===== src/rtl/sd_audio_dac.sv =====
`default_nettype none
// ============================================================================
// Module   : sd_audio_dac
// Brief    : Stereo PCM output stage with mute ramp, shift attenuation and
//            first-order delta-sigma modulation onto two 1-bit audio pins.
// Revision : 1.0  initial release
// ============================================================================
module sd_audio_dac #(
  parameter int C_RAMP_DIV = 1024
) (
  input  logic        Bus2IP_Clk,
  input  logic        Bus2IP_Resetn,
  input  logic [15:0] Sample_left,
  input  logic [15:0] Sample_right,
  input  logic        Sample_valid,
  output logic        Sample_ready,
  input  logic        Mute,
  input  logic [3:0]  Volume,
  output logic        Audio_left,
  output logic        Audio_right,
  output logic        Muted
);

  localparam int                 c_CNT_W      = (C_RAMP_DIV > 2) ? $clog2(C_RAMP_DIV) : 1;
  localparam logic [c_CNT_W-1:0] c_CNT_LAST   = c_CNT_W'(C_RAMP_DIV - 1);
  localparam logic [8:0]         c_GAIN_UNITY = 9'd256;
  localparam logic [15:0]        c_U_SILENCE  = 16'h8000;

  logic               r_ready;
  logic [15:0]        r_hold_l;
  logic [15:0]        r_hold_r;
  logic [15:0]        r_act_l;
  logic [15:0]        r_act_r;
  logic [c_CNT_W-1:0] r_ramp_cnt;
  logic [8:0]         r_gain;
  logic [15:0]        r_u_l;
  logic [15:0]        r_u_r;
  logic [16:0]        r_acc_l;
  logic [16:0]        r_acc_r;
  logic               w_tc;

  // Gain scale, attenuation shift and conversion to offset binary.
  function automatic logic [15:0] f_scale(input logic [15:0] smp,
                                          input logic [8:0]  gain,
                                          input logic [3:0]  vol);
    logic signed [24:0] a;
    logic signed [24:0] g;
    logic signed [24:0] p;
    logic signed [15:0] s;
    logic signed [15:0] v;
    a = {{9{smp[15]}}, smp};
    g = {16'd0, gain};
    p = a * g;
    s = 16'(p >>> 8);
    v = s >>> vol;
    return v ^ 16'h8000;
  endfunction

  // Two-phase handshake: accept into hold, then publish to active next edge.
  always_ff @(posedge Bus2IP_Clk or negedge Bus2IP_Resetn) begin
    if (!Bus2IP_Resetn) begin
      r_ready  <= 1'b1;
      r_hold_l <= '0;
      r_hold_r <= '0;
      r_act_l  <= '0;
      r_act_r  <= '0;
    end else if (r_ready) begin
      if (Sample_valid) begin
        r_hold_l <= Sample_left;
        r_hold_r <= Sample_right;
        r_ready  <= 1'b0;
      end
    end else begin
      r_act_l <= r_hold_l;
      r_act_r <= r_hold_r;
      r_ready <= 1'b1;
    end
  end

  assign w_tc = (r_ramp_cnt == c_CNT_LAST);

  always_ff @(posedge Bus2IP_Clk or negedge Bus2IP_Resetn) begin
    if (!Bus2IP_Resetn) begin
      r_ramp_cnt <= '0;
      r_gain     <= '0;
    end else begin
      r_ramp_cnt <= w_tc ? '0 : r_ramp_cnt + 1'b1;
      if (w_tc) begin
        if (Mute && (r_gain != 9'd0)) begin
          r_gain <= r_gain - 9'd1;
        end else if (!Mute && (r_gain != c_GAIN_UNITY)) begin
          r_gain <= r_gain + 9'd1;
        end
      end
    end
  end

  always_ff @(posedge Bus2IP_Clk or negedge Bus2IP_Resetn) begin
    if (!Bus2IP_Resetn) begin
      r_u_l   <= c_U_SILENCE;
      r_u_r   <= c_U_SILENCE;
      r_acc_l <= '0;
      r_acc_r <= '0;
    end else begin
      r_u_l   <= f_scale(r_act_l, r_gain, Volume);
      r_u_r   <= f_scale(r_act_r, r_gain, Volume);
      // Carry out of the 16-bit sum is the output bit; it is dropped next cycle.
      r_acc_l <= {1'b0, r_acc_l[15:0]} + {1'b0, r_u_l};
      r_acc_r <= {1'b0, r_acc_r[15:0]} + {1'b0, r_u_r};
    end
  end

  assign Sample_ready = r_ready;
  assign Audio_left   = r_acc_l[16];
  assign Audio_right  = r_acc_r[16];
  assign Muted        = (r_gain == 9'd0);

endmodule
`default_nettype wire


===== config.mk =====
export PLATFORM = sky130hd
export DESIGN_NAME = sd_audio_dac
export DESIGN_NICKNAME = d
export VERILOG_FILES = /design/src/rtl/sd_audio_dac.sv
export SDC_FILE = /design/constraint.sdc
export NUM_CORES = 1
export LEC_CHECK = 0
export ABC_CLOCK_PERIOD_IN_PS = 7260
export CORE_MARGIN = 1.5
export CORE_UTILIZATION = 35
export CTS_BUF_LIST = sky130_fd_sc_hd__clkbuf_4
export DETAILED_ROUTE_END_ITERATION = 8
export DONT_BUFFER_PORTS = 1
export PLACE_DENSITY = 0.52
export SYNTH_ARGS = -nofsm -noshare
export SYNTH_HDL_FRONTEND = slang
export SYNTH_SLANG_ARGS = --single-unit

===== constraint.sdc =====
create_clock -name Bus2IP_Clk -period 7.26 [get_ports Bus2IP_Clk]
set_clock_uncertainty 0.2 [all_clocks]
set_input_delay 0.363 -clock Bus2IP_Clk [delete_from_list [all_inputs] [get_ports Bus2IP_Clk]]
set_output_delay 0.363 -clock Bus2IP_Clk [all_outputs]
set_load 0.05 [all_outputs]

# Word level (Yosys, flattened, before mapping)
# Cells that the tools add are included.
[totals]
ff_bits = 150
inputBits = 40
output_inout_bits = 4
elab_cells = 37
[classes]
add_sub_neg = 5
multipliers = 2
n_eq_ne = 2
shifts = 2
n_mux = 5
bitwise = 2
reduce_logical = 8
[op_table]
columns = ["op", "count"]
rows = [
  ["$mul A16 B10 Y24", 2],
  ["$add A16 B16 Y17", 2],
  ["$sshr A16 B4 Y16", 2],
  ["$mux W9", 2],
  ["$add A10 B1 Y10 const B", 1],
  ["$eq A10 B10 Y1 const B", 1],
  ["$mux W10", 1],
  ["$add A9 B1 Y9 const B", 1],
  ["$logic_not A9 Y1", 1],
  ["$ne A9 B9 Y1 const B", 1],
  ["$reduce_bool A9 Y1", 1],
  ["$sub A9 B1 Y9 const B", 1],
  ["$reduce_and A2 Y1", 2],
  ["$logic_and A1 B1 Y1", 2],
  ["$mux W1", 2],
  ["$not A1 Y1", 2],
  ["$reduce_bool A2 Y1", 1],
  ["$logic_not A1 Y1", 1],
]

# Depth between registers and ports, before layout
[logic_depth]
ltp_word = 4
mapped_depth = 25
ltp_nobuf = 23

# Worst setup path after synthesis
# OpenSTA, ideal clock, no wires.
[synth_timing]
path_type = "register to register"
start = "reg r_gain[2]"
end = "reg r_u_r[1]"
setup_time_ns = 0.138
arrival_time_ns = 6.128
required_time_ns = 6.922
path_slack_ns = 0.793
stages_incl_launch_ff = 26
n_path_buf = 3
synth_period_minus_slack_ns = 6.467
cell_sequence = "dfrtp_1 clkbuf_1 clkbuf_1 nand2_1 fa_1 inv_1 fa_1 inv_1 fa_1 inv_1 fa_1 inv_1 fa_1 inv_1 ha_1 and3_1 a41oi_1 o21a_2 buf_6 a41oi_4 a211oi_4 o21bai_2 xor2_1 mux2_1 o21a_1 mux4_2"
[synth_between]
elab_chain_len = 2
[synth_rtl]
columns = ["element", "line", "source"]
rows = [
  ["start: declaration", "35", "logic [8:0] r_gain;"],
  ["start signal: assignment", "90", "r_gain <= r_gain - 9'd1;"],
  ["start signal: assignment", "92", "r_gain <= r_gain + 9'd1;"],
  ["$mul A16 B10 Y24", "53", "p = a * g;"],
  ["$sshr A16 B4 Y16", "55", "v = s >>> vol;"],
  ["end signal: assignment", "101", "r_u_r <= c_U_SILENCE;"],
  ["end signal: assignment", "106", "r_u_r <= f_scale(r_act_r, r_gain, Volume);"],
  ["end: declaration", "37", "logic [15:0] r_u_r;"],
]
# No other way between the ends.
# A chain may end at the register's enable or synchronous reset.

# Final worst setup path
[layout_timing]
start = "reg r_gain[5]"
end = "reg r_u_r[0]"
# Same word-level chain as after synthesis.

==> flow_summary.toml <==
[cts]
clock_latency_ps = 730
cts.clk_slew.worst_paths_ps = 140
cts_sinks = 150
cts_tree = "built"
cts_max_level = 4
cts_made_buffers = 17
clock_path_buffers = 2
root_buffer = "clkbuf_4"

[floorplan]
die_area_um2 = 52450
fp.dieW_um = 229.0
num_io_pins = 44
die_h_um = 229.0
rows = 82
coreArea_um2 = 50270
initial_core_util_pct = 35.56

[final_layout]
area_growth_pct = 9.644
final_common_cell = "inv_1"
fillers = 5039
nets = 2298
drive_above_1_share_pct = 9.684
final_cells = 2575
mostFrequentLayoutCells = "inv_1, nand2_1, fa_1, ha_1, dfrtp_1"

[global_routing]
grt_first_pass_wirelength_um = 69560
antenna_found_initial = 2
grt_pass1_vias = 13488
grt_usage_pct = 16.45
grt.overflow.total = 0
grt_max_degree = 151

[power]
p_leak_nw = 9.274
power_density_nw_per_um2 = 176.8
peakVddDrop_v = 0.0001571

[detailed_routing]
routed_wl_um = 40810
ant_nets = 0
post_drt_via_cell_ratio = 4.940
drc_errors = 0
drtIter0Drc = 639
dr_total_vias = 12721
post_drt_wl_per_cell_um = 15.85
first_pass_iters = 5

[timing]
rsz0062_at_grt = "false"
fin_crit_ps = 6936
worst_slack_ps = 323.9
worstMarginPinSlew_ps = 1133
slew_violations = 0
finalSetupTns_ps = 0
setup_violations = 0
min_period_over_period_pct = 95.54
max_freq_mhz = 144.2
slew_headroom_pct = 24.20
hold_viol = 0

[logic_synthesis]
synth_cell_types = 86
ys.flop_type = "dfrtp_1"
ys_seq_area_share_pct = 21.02
ys_warn_count = 0
syn_nets = 2281
synth_area_um2 = 17880
ys_ff_latch = 150
syn_area_per_cell_um2 = 9.561
ys_async_sr_fraction_pct = 100.0
synthCells = 1870
synth_edf_count = 0

[place]
portBuffers = 0
dp_cells = 2473
dp_slack_ps = 262.6
place.gp.congestion = 0.8386
dp_hpwl_um = 31970

[setup_path]
critPathKind = "reg -> reg"
startpoint_type = "flip-flop"
critPathArrivalTime_ps = 7320
endpoint_kind = "flip-flop"
required_ps = 7640
cp_max_fo = 17

[worst_hold_path]
hp-class = "in -> reg"

[outcome]
status = "finished clean"

[job]
drv_cap = 0
[sequential cells by signal (all words and copies together), names as in the netlist]
register / cells
r_hold_r: 16
r_u_r: 16
r_acc_l: 17
r_u_l: 16
r_acc_r: 17
Sample_ready: 1
r_hold_l: 16
r_ramp_cnt: 10
r_gain: 9
r_act_l: 16
r_act_r: 16
[path summary, 6_finish.rpt]
check | depth (start not counted) | from | endpoint | slack (ps)
worst min register to register | 1 | r_ramp_cnt[6] | r_ramp_cnt[6] | 270
worst max-delay path | 21 | r_gain[5] | r_u_r[0] | 320
worst min-delay path | 4 | Volume[0] | r_u_l[0] | 80
max in group asynchronous | 2 | Bus2IP_Resetn | r_gain[5] | 6020
worst max register to register | 21 | r_gain[5] | r_u_r[0] | 320
min in group asynchronous | 2 | Bus2IP_Resetn | r_acc_l[7] | 110
[logic make-up after synthesis]
kind of cell             share of synthesized area, %
AO/OA/AOI/OAI                                   10.15
XOR/XNOR                                        4.213
adder cells (fa/ha/maj)                         35.66
buffers and inverters                           8.013
flip-flops                                      21.02
multiplexers                                    6.858
AND/OR/NAND/NOR                                 14.08
[cell usage after synthesis (10+ instances only)]
master	count	share of area, %
nand3_1	25	0.70
ha_1	140	9.8
a21o_1	21	0.88
o21a_1	14	0.59
buf_1	25	0.52
clkbuf_1	64	1.3
inv_1	285	6.0
xnor2_1	60	2.9
nand2_1	237	5.0
or3_1	14	0.49
nor3_1	19	0.53
mux2_2	73	4.6
nand2b_1	10	0.35
xor2_1	21	1.0
mux2i_1	19	1.1
nor2_1	73	1.5
o21ai_0	42	1.2
dfrtp_1	147	21
a21oi_1	57	1.6
fa_1	231	26
and2_1	120	4.2
[per-stage QoR]
| stage | total power, mW | util (%) | instance area [um2] | hold slack, ps |
|---|---|---|---|---|
| 2_1_floorplan | 2.428 | - | 17880 | -132.6 |
| 3_3_place_gp | 2.747 | 36.92 | 18560 | -118.9 |
| 3_5_place_dp | 2.786 | 36.92 | 18560 | -124.1 |
| 4_1_cts | 3.511 | 38.88 | 19540 | 0.7909 |
| 5_1_grt | 3.763 | 38.99 | 19600 | 41.33 |
| 6_report | 3.465 | 38.99 | 19600 | 80.32 |
[metal layers]
layer  GRT usage (%)  vias up  routed length [um]
met5               0        -                   0
met4           3.927        0                 456
met3           2.403       29                1133
met2           27.38      170               19310
met1           22.53     6440               19910
li1                -     6082                   -
[timing repair]
item / in CTS / in global routing
setup buffers: 0 / 4
endpoints found under the hold margin: 216 / 0
endpoints found under the setup margin: 0 / 14
hold buffers: 63 / 0
resized for setup: 0 / 12
[layout make-up]
class | instances | area, um2 | share of cell area (%)
inverters | 287 | 1077 | 5.496
clock buffers | 17 | 127.6 | 0.6510
diodes | 3 | 7.507 | 0.03830
clock inverters | 15 | 206.4 | 1.053
multi-input cells | 1341 | 12690 | 64.76
repair buffers | 90 | 875.8 | 4.468
well taps | 672 | 840.8 | 4.289
flip-flops and latches | 150 | 3772 | 19.24
[critical path: stages (launching register included)]
cell,delay (ps)
dfrtp_4,620
buf_4,230
and2_1,170
fa_1,430
fa_1,480
fa_1,460
fa_1,510
inv_1,50
fa_1,480
inv_1,40
ha_1,360
and2_4,220
o2111a_4,180
a2111oi_4,390
a21o_1,210
a21oi_2,70
or3_4,400
xnor2_4,190
nand2_2,120
nand2_1,70
dlygate4sd3_1,620
a221oi_1,330
[power by group]
group          leakage [nW]  total [mW]  switching (mW)  internal (mW)
clock                 0.177       0.632           0.378          0.254
sequential             1.76        1.29           0.230           1.06
combinational          7.34        1.54           0.819          0.721
No activity file was read; power rests on OpenSTA's default activity.
